`src/rtl/bp_cce_lce_req_arbiter.sv`:
```
// bp_cce_lce_req_arbiter: round-robin arbiter feeding one registered LCE request slot to the CCE
module bp_cce_lce_req_arbiter #(
  parameter int num_lce_p = 4,
  parameter int lce_req_width_p = 128,
  localparam int lg_num_lce_lp = $clog2(num_lce_p)
) (
  input  logic                                   clk_i,
  input  logic                                   reset_i,
  input  logic [num_lce_p*lce_req_width_p-1:0]   lce_req_i,
  input  logic [num_lce_p-1:0]                   lce_req_v_i,
  output logic [num_lce_p-1:0]                   lce_req_yumi_o,
  output logic [lce_req_width_p-1:0]             cce_req_o,
  output logic                                   cce_req_v_o,
  input  logic                                   cce_req_yumi_i,
  output logic [lg_num_lce_lp-1:0]               cce_req_src_o
);
  logic                       full_r;
  logic [lce_req_width_p-1:0] data_r;
  logic [lg_num_lce_lp-1:0]   src_r, rr_ptr_r, gnt_idx;
  logic                       gnt_v, can_accept, grant;
  // Descending scan so the source closest to the pointer is assigned last and wins.
  always_comb begin
    int j;
    j = 0;
    gnt_v = 1'b0;
    gnt_idx = '0;
    for (int i = num_lce_p - 1; i >= 0; i--) begin
      j = int'(rr_ptr_r) + i;
      if (j >= num_lce_p) j = j - num_lce_p;
      if (lce_req_v_i[j]) begin
        gnt_v = 1'b1;
        gnt_idx = lg_num_lce_lp'(j);
      end
    end
  end
  assign can_accept = ~full_r | cce_req_yumi_i;
  assign grant = can_accept & gnt_v;
  assign lce_req_yumi_o = (grant & ~reset_i) ? (num_lce_p'(1) << gnt_idx) : '0;
  always_ff @(posedge clk_i or posedge reset_i) begin
    if (reset_i) begin
      full_r <= 1'b0;
      data_r <= '0;
      src_r <= '0;
      rr_ptr_r <= '0;
    end else if (grant) begin
      full_r <= 1'b1;
      data_r <= lce_req_i[gnt_idx*lce_req_width_p +: lce_req_width_p];
      src_r <= gnt_idx;
      rr_ptr_r <= (gnt_idx == lg_num_lce_lp'(num_lce_p - 1)) ? '0 : gnt_idx + 1'b1;
    end else if (cce_req_yumi_i) begin
      full_r <= 1'b0;
    end
  end
  assign cce_req_o = data_r;
  assign cce_req_v_o = full_r;
  assign cce_req_src_o = src_r;
  yumi_only_when_full: assert property (@(posedge clk_i) disable iff (reset_i) cce_req_yumi_i |-> full_r);
endmodule
```
`config.mk`:
```
export PLATFORM = sky130hd
export DESIGN_NAME = bp_cce_lce_req_arbiter
export DESIGN_NICKNAME = d
export VERILOG_FILES = /design/src/rtl/bp_cce_lce_req_arbiter.sv
export SDC_FILE = /design/constraint.sdc
export NUM_CORES = 1
export LEC_CHECK = 0
export BUFFER_PORTS_ARGS = -buffer_cell sky130_fd_sc_hd__clkbuf_2
export CAP_MARGIN = 20
export CORE_AREA = 2 2 252 254
export DETAILED_ROUTE_END_ITERATION = 8
export DIE_AREA = 0 0 254 256
export SLEW_MARGIN = 30
export SYNTH_ARGS = -nofsm -noshare
export SYNTH_HDL_FRONTEND = slang
export SYNTH_SLANG_ARGS = --single-unit
```
`constraint.sdc`:
```
create_clock -name clk_i -period 6.46 [get_ports clk_i]
set_input_delay 0 -clock clk_i [delete_from_list [all_inputs] [get_ports clk_i]]
set_output_delay 0 -clock clk_i [all_outputs]
set_load 0.005 [all_outputs]
```
-- Word level (Yosys, flattened, before mapping)
Cells that the tools add are included.
Widths: inputs -> output; s select.
- $lt $le $gt $ge: 8
- reduce and logical (&&, ||, !) cells: 1
- bitwise gates (word level): 5
- add/subtract/negate cells: 8
- shift operators: 2
- muxes and demuxes: 28
- equality and inequality tests: 1
- operator list (operator ; number):
    $shiftx 512x10->128 ; 1
    $lt 32x4->1 const B ; 4
    $mux 32 ; 4
    $mux 1 ; 14
    $sub 3x3->4 const B ; 3
    $mux 2 ; 5
    $ge 3x3->1 const B ; 3
    $bmux 1 s2 ; 4
    $add 2x2->3 const B ; 2
    $mux 4 ; 1
    $shl 1x2->4 const A ; 1
    $sub 2x3->4 const B ; 1
    $add 2x1->3 const B ; 1
    $ge 2x3->1 const B ; 1
    $add 2x1->2 const B ; 1
    $and 1x1->1 ; 2
    $eq 2x2->1 const B ; 1
    $not 1->1 ; 2
    $reduce_bool 2->1 ; 1
    $or 1x1->1 ; 1
- register bits after elaboration: 133
- output and inout bits: 135
- input port bits: 519

-- Longest topological paths before layout
- depth after elaboration: 13
- depth in mapped cells: 9
- mapped depth without buffers: 6

-- Worst setup path after synthesis
No wires, ideal clock.
- path type: input to output
- start: in reset_i
- end: out lce_req_yumi_o[3]
- required time: 6460 ps
- stages on the path: 2
- path buffers: 0
- arrival time: 3330 ps
- setup slack: 3130 ps
- cells stage by stage: inv_1 > and4_1
- cells in the longest elaborated chain, start to end: 3
- RTL lines (item ; RTL line ; text):
    start: declaration ; 8 ; input logic reset_i,
    $not 1->1 ; 38 ; assign lce_req_yumi_o = (grant & ~reset_i) ? (num_lce_p'(1) << gnt_idx) : '0;
    $and 1x1->1 ; 38 ;
    $mux 4 ; 38 ;
    end: declaration ; 11 ; output logic [num_lce_p-1:0] lce_req_yumi_o,
No other way between the ends.

-- Worst setup path in the final report
- start: reg rr_ptr_r[0]
- end: reg data_r[60] (netlist: cce_req_o[60])
- cells in the longest elaborated chain, start to end: 11
- RTL lines (item ; RTL line ; text):
    start: declaration ; 19 ; logic [lg_num_lce_lp-1:0] src_r, rr_ptr_r, gnt_idx;
    start signal: assignment ; 49 ; rr_ptr_r <= (gnt_idx == lg_num_lce_lp'(num_lce_p - 1)) ? '0 : gnt_idx + 1'b1;
    $add 2x2->3 ; 28 ; j = int'(rr_ptr_r) + i;
    $sub 3x3->4 / $ge 3x3->1 (equally long branches) ; 29 ; if (j >= num_lce_p) j = j - num_lce_p;
    $mux 32 ; 29 ;
    $bmux 1 s2 ; 30 ; if (lce_req_v_i[j]) begin
    $mux 1 (not written as such) (2 in series) ; 30 ;
    $mux 2 / $mux 1 (equally long branches) (4 in series) ; 30 ;
    $shiftx 512x10->128 / $and 1x1->1 (equally long branches) ; 47, 37 ;
    end signal: assignment ; 47 ; data_r <= lce_req_i[gnt_idx*lce_req_width_p +: lce_req_width_p];
    end: declaration ; 18 ; logic [lce_req_width_p-1:0] data_r;
Parallel ways exist; a longest one is shown, timed or not. The select of a mux whose other input is x is not followed.
A chain may end at the register's enable or synchronous reset.

==> results.json <==
{
  "status": "completed",
  "rsz0062_at_grt": "no",
  "max_freq_ghz": 0.2115,
  "worst-path-max-fanout": 78,
  "async_reset_ff_share_pct": 100.0,
  "post_route_cells_drive_above_1_share_pct": 42.36,
  "dpl.hpwl_mm": 30.73,
  "fin_crit_ns": 4.727,
  "internal-power_mw": 3.543,
  "holdWs_ns": 0.03706,
  "synth.net_count": 1442,
  "switching_share_pct": 36.07,
  "syn_to_final_growth_pct": 92.43,
  "timing.setup.critical_path_class": "flop to flop",
  "start_kind": "flop",
  "nNetsFinal": 2386,
  "ir_drop_uv": 244.9,
  "rows": 92,
  "dieArea_um2": 65020,
  "hold_violations": 0,
  "cts_num_sinks": 133,
  "min_path_cells": 4,
  "yosysSeqAreaShare_pct": 36.81,
  "route.vias.total": 12160,
  "ys_seq_elements": 133,
  "die_y_um": 256,
  "core_region_area_um2": 62390,
  "syn_area_per_cell_um2": 9.807,
  "slew_violations": 0,
  "grt_pass1_vias": 12480,
  "io_pins": 654,
  "drtIter0Drc": 1059,
  "portBuffers": 653,
  "synthCells": 922,
  "worstPathArrival_ns": 5.08,
  "period_share_pct": 73.18,
  "clkPwrFrac_pct": 19.6,
  "cts_max_path_buffers": 2,
  "pwr-share-comb_pct": 55.0,
  "antenna_left": 0,
  "maxSlewHeadroom_pct": 40.09,
  "die_width_um": 254,
  "fin_ws_ns": 1.733,
  "grt_max_degree": 137,
  "antenna_found_initial": 1,
  "worstSetupEndpointType": "flop",
  "htree_levels": 4,
  "postCtsSetupBuffers": 0,
  "total_power_mw": 5.542,
  "skew_ns": 0.006585,
  "cts_inserted_buffers": 17,
  "cap_violations": 0,
  "avgRoutedWirePerCell_um": 17.06,
  "fin_setup_tns_ns": 0,
  "yosys_warnings": 0,
  "start_util_pct": 14.49,
  "yosys.area.top_type": "dfrtp_1",
  "grtUsageTotal_pct": 13.75,
  "p_seq_share_pct": 25.4,
  "grt_first_pass_wirelength_mm": 69.68,
  "rr_worst_depth": 9,
  "switchingPower_mw": 1.999,
  "route.detailed.drc": 0,
  "power.density_nw_per_um2": 318.5,
  "synthFlopType": "dfrtp_1",
  "ff2ff_setup_slack_ns": 1.73,
  "worstPathRequired_ns": 6.81,
  "finalSetupViolations": 0,
  "finalWirelength_mm": 46.50,
  "grt_overflow": 0,
  "cts.reportedPaths.clkPinSlew_ns": 0.06,
  "worstMarginPinSlew_ns": 0.8987,
  "synth_edf_count": 0,
  "first_pass_iters": 5,
  "synth_top_area_share_pct": 36.81,
  "synth_area_um2": 9042,
  "vias_per_cell": 4.461,
  "pre_cts_ws_ns": 2.915,
  "yosys-top-cells-area": "dfrtp_1 (37%), mux2_4 (15%), a221o_1 (14%), o21ai_0 (7.3%), a21oi_1 (7.1%)",
  "cts_tree": "built",
  "cts-root-buf": "clkbuf_16",
  "insertion_delay_ns": 0.46,
  "diodes": 0,
  "p_leak_nw": 8.356,
  "hold_path.class": "input port to flop",
  "place_congestion": 0.8368,
  "netlist-cell-type-count": 32
}
[flip-flops by register name (all words and copies together), names as in the netlist]
register	flops
cce_req_o	128
cce_req_src_o	2
cce_req_v_o	1
rr_ptr_r	2
[placed cells by master (no fill, tap or decap), types with 2 or more instances in the layout]
cell           Yosys  final
clkbuf_2           0    653
dlygate4sd3_1      0    369
dfrtp_1          133    133
o21ai_0          131    130
a21oi_1          129    128
nand3_1          128    128
a221o_1          127    127
mux2_4            90     90
mux2_1            37     37
clkbuf_16          0     17
buf_4              0     14
clkbuf_1          93      5
nor2_1             4      4
nand2_1            4      4
nand2b_1           4      4
bufinv_16          0      4
clkinvlp_4         0      3
a21boi_0           2      2
and3_1             2      2
nor4_1             2      2
clkbuf_8           0      2
[power by group through the flow]
stage | registers, mW | clock network [mW] | logic, mW
finish | 1.41 | 1.08 | 3.05
global route | 1.45 | 1.15 | 3.26
CTS | 1.40 | 1.12 | 2.99
detailed placement | 1.40 | 0 | 2.27
global placement | 1.41 | 0 | 2.24
floorplan | 1.40 | 0 | 1.35
[what timing repair did]
| item | 4_1_cts | 5_1_grt |
|---|---|---|
| hold buffers | 369 | 0 |
| gates resized for setup | 0 | 0 |
| endpoints found under the hold margin | 199 | 0 |
[layout make-up]
class                      count  area, um^2
multi-input combinational    674        5260
tap                          846        1059
timing repair buffer        1038        7114
inverter                       2       20.02
clock inverter                 8       147.6
clock buffer                  24       471.7
sequential                   133        3328
fill                        6602       44990
[routing by layer]
layer | track usage (%) | share of wire (%)
met5 | 0 | 0
met3 | 3.315 | 7.3
met1 | 15.79 | 39
met4 | 7.173 | 4.5
met2 | 23.52 | 49
[Yosys cell counts (5+ instances only)]
master    instances
dfrtp_1         133
o21ai_0         131
a21oi_1         129
nand3_1         128
a221o_1         127
clkbuf_1         93
mux2_4           90
mux2_1           37
buf_6            11
buf_2             5
[per-stage QoR]
stage	utilization, %	instances	area (um^2)
after CTS	27.85	2724	17370
after global routing	27.89	2725	17400
final	27.89	2725	17400
after detailed placement	20.93	2323	13060
after global placement	20.93	2323	13060
after floorplan	-	922	9042
[worst max-delay path, stage by stage (launching register included)]
cell	delay, ns
dfrtp_1	0.42
and3b_1	0.30
a31o_4	0.65
nor2_4	0.14
inv_8	0.51
buf_4	0.61
mux2_4	0.35
dlygate4sd3_1	0.59
a221o_1	0.33
dlygate4sd3_1	0.55
[kinds of logic (layout without fill, tap and decap cells)]
kind of cell / Yosys count / count (layout) / share of synthesized area (%)
flip-flops: 133 / 133 / 36.81
AND/OR/NAND/NOR: 149 / 149 / 8.427
adder cells (fa/ha/maj): 1 / 1 / 0.1383
AO/OA/AOI/OAI: 396 / 396 / 29.21
buffers and inverters: 115 / 1072 / 5.756
multiplexers: 128 / 128 / 19.66
[worst paths after layout]
kind,from,end
max,rr_ptr_r[0],cce_req_o[60]
min,lce_req_i[198],cce_req_o[70]
max reg2reg,rr_ptr_r[0],cce_req_o[60]
min reg2reg,cce_req_src_o[1],cce_req_src_o[1]
max in group asynchronous,reset_i,cce_req_o[66]
min in group asynchronous,reset_i,cce_req_o[125]
Note: power is estimated with default switching activity, not from simulation.
